$ cat src/rtl/fp_align_stage_pkg.sv
// Shared single-precision FPU field widths used by the add/sub datapath stages.
package fp_align_stage_pkg;

  localparam int FP_EXP_W = 8;
  localparam int FP_MAN_W = 23;
  localparam int FP_GRS_W = 3;
  localparam int FP_SIG_W = FP_MAN_W + 1;
  localparam int FP_ALN_W = FP_SIG_W + FP_GRS_W;

endpackage

$ cat src/rtl/fp_align_stage_cmp.sv
// Team unsigned magnitude comparator: o_lt when i_a < i_b, o_ge otherwise.
module fp_align_stage_cmp #(
  parameter int SIZE = 31
) (
  input  logic [SIZE-1:0] i_a,
  input  logic [SIZE-1:0] i_b,
  output logic            o_lt,
  output logic            o_ge
);

  always_comb begin
    o_lt = (i_a < i_b);
    o_ge = ~o_lt;
  end

endmodule

$ cat src/rtl/fp_align_stage.sv
// FP add alignment stage: S1 unpacks and orders operands by magnitude,
// S2 right-shifts the smaller significand by the exponent gap with sticky.
module fp_align_stage
  import fp_align_stage_pkg::*;
#(
  parameter int EXP_W = FP_EXP_W,
  parameter int MAN_W = FP_MAN_W
) (
  input  logic                       clk,
  input  logic                       rst,
  input  logic                       in_valid,
  output logic                       in_ready,
  input  logic [EXP_W+MAN_W:0]       a,
  input  logic [EXP_W+MAN_W:0]       b,
  output logic                       out_valid,
  input  logic                       out_ready,
  output logic                       big_sign,
  output logic [EXP_W-1:0]           big_exp,
  output logic [MAN_W:0]             big_man,
  output logic                       small_sign,
  output logic [MAN_W+FP_GRS_W:0]    small_man,
  output logic [EXP_W-1:0]           exp_diff,
  output logic                       swapped,
  output logic                       out_special
);

  localparam int W     = 1 + EXP_W + MAN_W;
  localparam int SIG_W = MAN_W + 1;
  localparam int ALN_W = SIG_W + FP_GRS_W;

  logic w_a_lt, w_a_ge;
  logic w_s1_load, w_s2_load;

  logic [W-1:0]     w_big, w_small;
  logic [EXP_W-1:0] w_big_fexp, w_small_fexp;

  logic             r1_valid;
  logic             r1_big_sign, r1_small_sign, r1_swapped, r1_special;
  logic [EXP_W-1:0] r1_big_exp, r1_small_exp;
  logic [SIG_W-1:0] r1_big_man, r1_small_man;

  logic             r2_valid;

  logic [EXP_W-1:0] w_diff;
  logic [ALN_W-1:0] w_ext, w_shift, w_mask, w_aligned;

  fp_align_stage_cmp #(.SIZE(W-1)) u_cmp (
    .i_a  (a[W-2:0]),
    .i_b  (b[W-2:0]),
    .o_lt (w_a_lt),
    .o_ge (w_a_ge)
  );

  assign w_s2_load = ~r2_valid | out_ready;
  assign w_s1_load = ~r1_valid | w_s2_load;
  assign in_ready  = ~rst & w_s1_load;
  assign out_valid = r2_valid;

  always_comb begin
    w_big        = w_a_lt ? b : a;
    w_small      = w_a_ge ? b : a;
    w_big_fexp   = w_big[W-2 -: EXP_W];
    w_small_fexp = w_small[W-2 -: EXP_W];
  end

  always_ff @(posedge clk) begin
    if (rst) begin
      r1_valid      <= 1'b0;
      r1_big_sign   <= 1'b0;
      r1_small_sign <= 1'b0;
      r1_swapped    <= 1'b0;
      r1_special    <= 1'b0;
      r1_big_exp    <= '0;
      r1_small_exp  <= '0;
      r1_big_man    <= '0;
      r1_small_man  <= '0;
    end else if (w_s1_load) begin
      r1_valid <= in_valid;
      if (in_valid) begin
        r1_big_sign   <= w_big[W-1];
        r1_small_sign <= w_small[W-1];
        r1_swapped    <= w_a_lt;
        r1_special    <= (a[W-2 -: EXP_W] == '1) | (b[W-2 -: EXP_W] == '1);
        // Denormals use effective exponent 1 with a zero hidden bit.
        r1_big_exp    <= (w_big_fexp == '0) ? EXP_W'(1) : w_big_fexp;
        r1_small_exp  <= (w_small_fexp == '0) ? EXP_W'(1) : w_small_fexp;
        r1_big_man    <= {(w_big_fexp != '0), w_big[MAN_W-1:0]};
        r1_small_man  <= {(w_small_fexp != '0), w_small[MAN_W-1:0]};
      end
    end
  end

  always_comb begin
    w_diff    = r1_big_exp - r1_small_exp;
    w_ext     = {r1_small_man, {FP_GRS_W{1'b0}}};
    w_shift   = '0;
    w_mask    = '0;
    w_aligned = '0;
    // Beyond the field width every bit is shifted out, leaving only sticky.
    if (int'(w_diff) >= ALN_W) begin
      w_aligned = {{(ALN_W-1){1'b0}}, |w_ext};
    end else begin
      w_shift   = w_ext >> w_diff;
      w_mask    = (ALN_W'(1) << w_diff) - ALN_W'(1);
      w_aligned = {w_shift[ALN_W-1:1], w_shift[0] | (|(w_ext & w_mask))};
    end
  end

  always_ff @(posedge clk) begin
    if (rst) begin
      r2_valid    <= 1'b0;
      big_sign    <= 1'b0;
      big_exp     <= '0;
      big_man     <= '0;
      small_sign  <= 1'b0;
      small_man   <= '0;
      exp_diff    <= '0;
      swapped     <= 1'b0;
      out_special <= 1'b0;
    end else if (w_s2_load) begin
      r2_valid <= r1_valid;
      if (r1_valid) begin
        big_sign    <= r1_big_sign;
        big_exp     <= r1_big_exp;
        big_man     <= r1_big_man;
        small_sign  <= r1_small_sign;
        small_man   <= w_aligned;
        exp_diff    <= w_diff;
        swapped     <= r1_swapped;
        out_special <= r1_special;
      end
    end
  end

endmodule

$ cat config.mk
export PLATFORM = sky130hd
export DESIGN_NAME = fp_align_stage
export DESIGN_NICKNAME = d
export VERILOG_FILES = /design/src/rtl/fp_align_stage_pkg.sv /design/src/rtl/fp_align_stage_cmp.sv /design/src/rtl/fp_align_stage.sv
export SDC_FILE = /design/constraint.sdc
export NUM_CORES = 1
export LEC_CHECK = 0
export ABC_AREA = 0
export CAP_MARGIN = 20
export CORE_ASPECT_RATIO = 1.1
export CORE_UTILIZATION = 54
export DETAILED_ROUTE_END_ITERATION = 10
export GPL_ROUTABILITY_DRIVEN = 0
export GPL_TIMING_DRIVEN = 0
export PLACE_DENSITY = 0.79
export SETUP_SLACK_MARGIN = 0.05
export SYNTH_ARGS = -nofsm -noshare
export SYNTH_HDL_FRONTEND = slang
export SYNTH_SLANG_ARGS = --single-unit
$ cat constraint.sdc
create_clock -name clk -period 3.75 [get_ports clk]
set_input_delay 0.375 -clock clk [delete_from_list [all_inputs] [get_ports clk]]
set_output_delay 0.375 -clock clk [all_outputs]
set_load 0.02 [all_outputs]
# Yosys cells after proc, flatten, opt, wreduce, memory -nomap -nowiden
# Index checks and enable logic that the tools add are counted.
[classes]
n_addsub = 2
magnitude_cmp = 2
n_eq_ne = 2
n_shift = 2
mux = 5
n_bitwise = 9
reduce_logical = 8
[ops]
columns = ["operator", "n"]
rows = [
  ["32-bit two-way mux", 2],
  ["31-bit less-than comparator", 1],
  ["27-bit AND", 1],
  ["27-bit two-way mux", 1],
  ["27-bit OR reduction", 1],
  ["1-bit by 8-bit left shift with 27-bit output (first input constant)", 1],
  ["27-bit by 8-bit right shift with 27-bit output", 1],
  ["27-bit by 2-bit subtractor with 27-bit output (second input constant)", 1],
  ["24-bit OR reduction", 1],
  ["8-bit == test (second input constant)", 2],
  ["8-bit zero test", 2],
  ["8-bit two-way mux", 2],
  ["8-bit nonzero test", 2],
  ["8-bit by 5-bit greater-or-equal comparator with 1-bit output (second input constant)", 1],
  ["8-bit subtractor", 1],
  ["1-bit OR", 4],
  ["2-bit AND reduction", 2],
  ["1-bit NOT", 3],
  ["1-bit AND", 1],
]
[totals]
register_bits = 141
inputBits = 68
out_inout_bits = 73

# Longest topological paths before layout
# Gate-level depths: netlist of run 1.
[depth]
word_depth = 7
mapped_depth = 15

# By module
# A second synthesis of run 1 with hierarchy kept.
[hier_totals]
hier_cells = 1064
area_unflattened_um2 = 8510.7
[modules_own_cells]
columns = ["module", "n_inst", "cells_each", "area_per_inst_um2", "seq_area_each_um2"]
rows = [
  ["fp_align_stage", 1, 957, 7713.6, 2822.7],
  ["fp_align_stage_cmp", 1, 107, 797.0, 0.0],
]

# Least setup slack after synthesis of run 1
# No wires, ideal clock.
[synth_timing]
path_type = "register -> register"
startpoint = "register r1_big_exp[0]"
endpoint = "register small_man[0]"
setup_time_ns = 0.127
arrival_ns = 2.810
t_required_ns = 3.623
slack_ns = 0.813
path_stages_with_launch = 14
synth_period_minus_slack_ns = 2.937
path_cell_list = "dfxtp_1 -> inv_1 -> ha_1 -> inv_1 -> fa_1 -> a211oi_1 -> nor4b_1 -> nor4_2 -> o21ai_2 -> a211o_1 -> nor2_4 -> nand4_1 -> nor4_1 -> a21oi_1"
[synth_via]
elab_chain_cells = 7
elab_cells_between_ends = 9
cone_classes = "add/sub (2); order compare (1); shift (2); mux (1); bitwise (2); reduce/logical (1)"
[synth_rtl]
columns = ["item", "line", "source"]
rows = [
  ["start: declaration", "fp_align_stage.sv:39", "logic [EXP_W-1:0] r1_big_exp, r1_small_exp;"],
  ["start signal: assignment", "fp_align_stage.sv:85", "r1_big_exp <= (w_big_fexp == '0) ? EXP_W'(1) : w_big_fexp;"],
  ["8-bit subtractor (*)", "fp_align_stage.sv:94", "w_diff = r1_big_exp - r1_small_exp;"],
  ["1-bit by 8-bit left shift with 27-bit output", "fp_align_stage.sv:104", "w_mask = (ALN_W'(1) << w_diff) - ALN_W'(1);"],
  ["27-bit by 2-bit subtractor with 27-bit output", "fp_align_stage.sv:104", ""],
  ["27-bit AND", "fp_align_stage.sv:105", "w_aligned = {w_shift[ALN_W-1:1], w_shift[0] | (|(w_ext & w_mask))};"],
  ["27-bit OR reduction", "fp_align_stage.sv:105", ""],
  ["1-bit OR", "fp_align_stage.sv:105", ""],
  ["27-bit two-way mux (*)", "fp_align_stage.sv:100", "if (int'(w_diff) >= ALN_W) begin"],
  ["end signal: assignment", "fp_align_stage.sv:127", "small_man <= w_aligned;"],
  ["end: declaration", "fp_align_stage.sv:21", "output logic [MAN_W+FP_GRS_W:0] small_man,"],
]
# Every way passes the cells marked *; elsewhere a longest branch is shown, timed or not.
# A chain may end at the register's enable or synchronous reset.

# Worst setup path after layout of run 1
[layout_timing]
startpoint = "register r1_big_exp[0]"
endpoint = "register small_man[9]"
[layout_via]
elab_chain_cells = 3
elab_cells_between_ends = 4
cone_classes = "add/sub (1); order compare (1); shift (1); mux (1)"
[layout_rtl]
columns = ["item", "line"]
rows = [
  ["8-bit subtractor (*)", "fp_align_stage.sv:94"],
  ["27-bit by 8-bit right shift with 27-bit output / 8-bit by 5-bit greater-or-equal comparator with 1-bit output (equally long branches)", "fp_align_stage.sv:103, fp_align_stage.sv:100"],
  ["27-bit two-way mux (*)", "fp_align_stage.sv:100"],
]
# Marked as above.

==> metrics, run 1 <==
outcome=finished clean; std cell rows=47; worst-path maximum fanout=10; Clock transition at path regs=0.06 ns; layout cell share with drive strength beyond 1=7.73%; root buf cell=clkbuf_16; Setup crit end kind=register; Mapped Cells=a little over 1,000; ANT nets after route=0; CTS tree=yes; placed wire-length estimate=19,000 um; synth-to-layout area growth=27.6%; GRT overflow=0; CTS sink count=around 140; post-route setup TNS=0 ns; max cap viols=0; Worst R2R Path Depth=14; TritonRoute pass-1 iters=6; R2R Path End=small_man[9]$_SDFFE_PP0P_; commonest cells after routing, fill and taps aside=141 x dfxtp_1, 139 x clkdlybuf4s50_1, 133 x nand2_1; htree depth=4; crit path DAT=3.81 ns; Routed WL per cell=18.4 um; Vert. Die Dim=132 um; gr usage total=32.4%; clock latency on the worst-skew pair=approximately 0.43 ns; final setup fails=0; asr flop ratio synth=0%; Max Freq=just under 300 MHz; register area share after synthesis=roughly 34%; Final Hold Viols=0; Final Util=70.6%; die width=roughly 120 um; first-pass GRT wire length=40,400 um; Tmin final=3.44 ns; Via density=6.05; RSZ-0062 raised after global routing=no; startpoint types=register; reg2reg setup slack=0.31 ns; Max Buffers Root-to-Sink=2; fin area=10,600 um^2; WS Path Type=reg2reg; initial antenna violation count=0; initial core utilization=55.3%; leakage power=4.29 nW; Area after DPL=9960 um^2; vias in the first global route=just over 8,000; commonest non-fill, non-tap cell in the layout=dfxtp_1; Die Footprint=15,900 um^2; DR DRC count=0; Final Skew=around 0.0055 ns; CTS Buf Count=17; ANT cells=0; Slew Viols, Final=0; critical path required time=about 4.1 ns; final worst-path cycle share=roughly nine tenths; Worst Setup SP=r1_big_exp[0]$_SDFFE_PP0P_; I/O Buffers=139; Worst VDD drop=324 uV; worst rel slew slack=37.0%; largest net degree at the start of global routing=17; Mapped Nets=roughly 1,100; I/O pins=141; total power=0.00507 W; WL final=about 26,000 um; Netlist cell types=60; PwrDens=roughly 480 nW/um^2; syn avg cell area=8.07 um^2; vias post-DR=8,465; total core area=15,100 um^2; ys flop type=dfxtp_1; RR Startpoint=r1_big_exp[0]$_SDFFE_PP0P_; capture point of the worst path=small_man[9]$_SDFFE_PP0P_; Final nets=1,297; Worst-Margin Slew=0.944 ns; post-synthesis register bit count=141; Post-synth EDFFs=0; Iter 0 DRT Violations=706; hold crit path type=reg2reg; Yosys Warn Count=0; synthesized cell area=8320 um^2
==> state kept, by name, indices dropped and copies added (netlist names) <==
| name | cells |
|---|---|
| small_sign | 1 |
| r1_swapped | 1 |
| big_exp | 8 |
| r1_big_sign | 1 |
| r1_big_exp | 8 |
| swapped | 1 |
| exp_diff | 8 |
| r1_valid | 1 |
| r1_big_man | 24 |
| big_man | 24 |
| out_special | 1 |
| r1_small_man | 24 |
| big_sign | 1 |
| out_valid | 1 |
| r1_small_sign | 1 |
| r1_small_exp | 8 |
| small_man | 27 |
| r1_special | 1 |
==> cells in the mapped netlist (5+ instances only) <==
| cell | number | area, um^2 |
|---|---|---|
| mux4_2 | 5 | 113 |
| a21oi_1 | 86 | 430 |
| dfxtp_1 | 141 | 2820 |
| a21o_1 | 20 | 150 |
| nor4_1 | 8 | 50.1 |
| nand2b_1 | 8 | 50.1 |
| nand2_1 | 133 | 499 |
| nand3_1 | 8 | 40.0 |
| nor3_1 | 9 | 45.0 |
| mux2i_1 | 84 | 841 |
| o21ai_0 | 30 | 150 |
| ha_1 | 37 | 463 |
| mux2_2 | 18 | 203 |
| nor2_1 | 128 | 480 |
| nand4_1 | 13 | 81.3 |
| a22oi_1 | 20 | 150 |
| o22ai_1 | 8 | 50.1 |
| o211ai_1 | 12 | 90.1 |
| a211oi_1 | 72 | 541 |
| clkbuf_1 | 51 | 191 |
| xnor2_1 | 6 | 52.6 |
| inv_1 | 49 | 184 |
| buf_2 | 17 | 85.1 |
==> stage by stage <==
| stage | std cells | hold WS (ns) | worst slack (ns) |
|---|---|---|---|
| final | 1399 | 0.451 | 0.308 |
| after detailed placement | 1366 | 0.445 | 0.117 |
| after CTS | 1397 | 0.453 | 0.0904 |
| after global placement | 1366 | 0.443 | 0.209 |
| after floorplan | 1031 | 0.426 | 0.813 |
| after global routing | 1399 | 0.472 | 0.0527 |
==> per-layer routing <==
metal / global-route usage, % / part of all wire [%] / up-vias
met5: 0 / 0 / -
met4: 22.8 / 5.9 / 0
met3: 7.09 / 8.1 / 116
met2: 52.8 / 47 / 439
met1: 37.6 / 39 / 3889
li1: - / - / 4021
==> cells by family after synthesis <==
family,synth area share [%]
buf+inv,5.80
simple gates,17.3
xor+xnor,0.947
mux,13.9
flops,33.9
fa+ha+maj,5.80
compound gates,22.3
==> where the power goes <==
group	switching (W)	internal, W
combinational	0.00105	0.000646
sequential	0.0000811	0.00159
clock	0.000653	0.00104
==> area by class of cell <==
cell class                      instances  area [um^2]
Clock buffer                           21          480
Fill cell                            1256         4430
Tap cell                              196          245
Buffer                                 73          305
Timing Repair Buffer                  141         1410
Multi-Input combinational cell        768         5070
Inverter                               49          184
Clock inverter                         10          113
Sequential cell                       141         2820
==> how the worst min path moves through the flow <==
| stage | startpoint | end | slack [ns] | cells after the start |
|---|---|---|---|---|
| after floorplan | r1_big_man[23]$_SDFFE_PP0P_ | r1_big_man[23]$_SDFFE_PP0P_ | 0.43 | 1 |
| after global placement | big_man[19]$_SDFFE_PP0P_ | big_man[19]$_SDFFE_PP0P_ | 0.44 | 2 |
| after detailed placement | r1_big_man[1]$_SDFFE_PP0P_ | big_man[1]$_SDFFE_PP0P_ | 0.44 | 2 |
| after CTS | r1_big_man[1]$_SDFFE_PP0P_ | big_man[1]$_SDFFE_PP0P_ | 0.45 | 2 |
| after global routing | r1_big_man[1]$_SDFFE_PP0P_ | big_man[1]$_SDFFE_PP0P_ | 0.47 | 2 |
| final | r1_big_man[1]$_SDFFE_PP0P_ | big_man[1]$_SDFFE_PP0P_ | 0.45 | 2 |
==> critical path, cell delays in order (launching register included) <==
cell,delay [ns]
dfxtp_1,0.34
inv_1,0.06
ha_1,0.15
inv_1,0.05
fa_1,0.52
a211oi_2,0.33
nor4b_1,0.11
nor4_2,0.38
o21a_2,0.31
buf_2,0.30
nand2_1,0.13
mux2_2,0.28
o22ai_1,0.23
a22oi_1,0.10
nor2_1,0.09
==> timing repair <==
item / 4_1_cts / 5_1_grt
hold buffers: 0 / 0
setup endpoints to repair: 0 / 8
resized for setup: 0 / 14
setup buffers: 0 / 2
Power figures use the tool's default switching activity.
==> inputs of run 2 (changes only) <==
--- a/config.mk
+++ b/config.mk
@@ -6,7 +6,7 @@
 export NUM_CORES = 1
 export LEC_CHECK = 0
 export ABC_AREA = 0
-export CAP_MARGIN = 20
+export CAP_MARGIN = 10
 export CORE_ASPECT_RATIO = 1.1
 export CORE_UTILIZATION = 54
 export DETAILED_ROUTE_END_ITERATION = 10
==> results of run 2 <==
Final layout, timing and power as in run 1 (identical DEF).
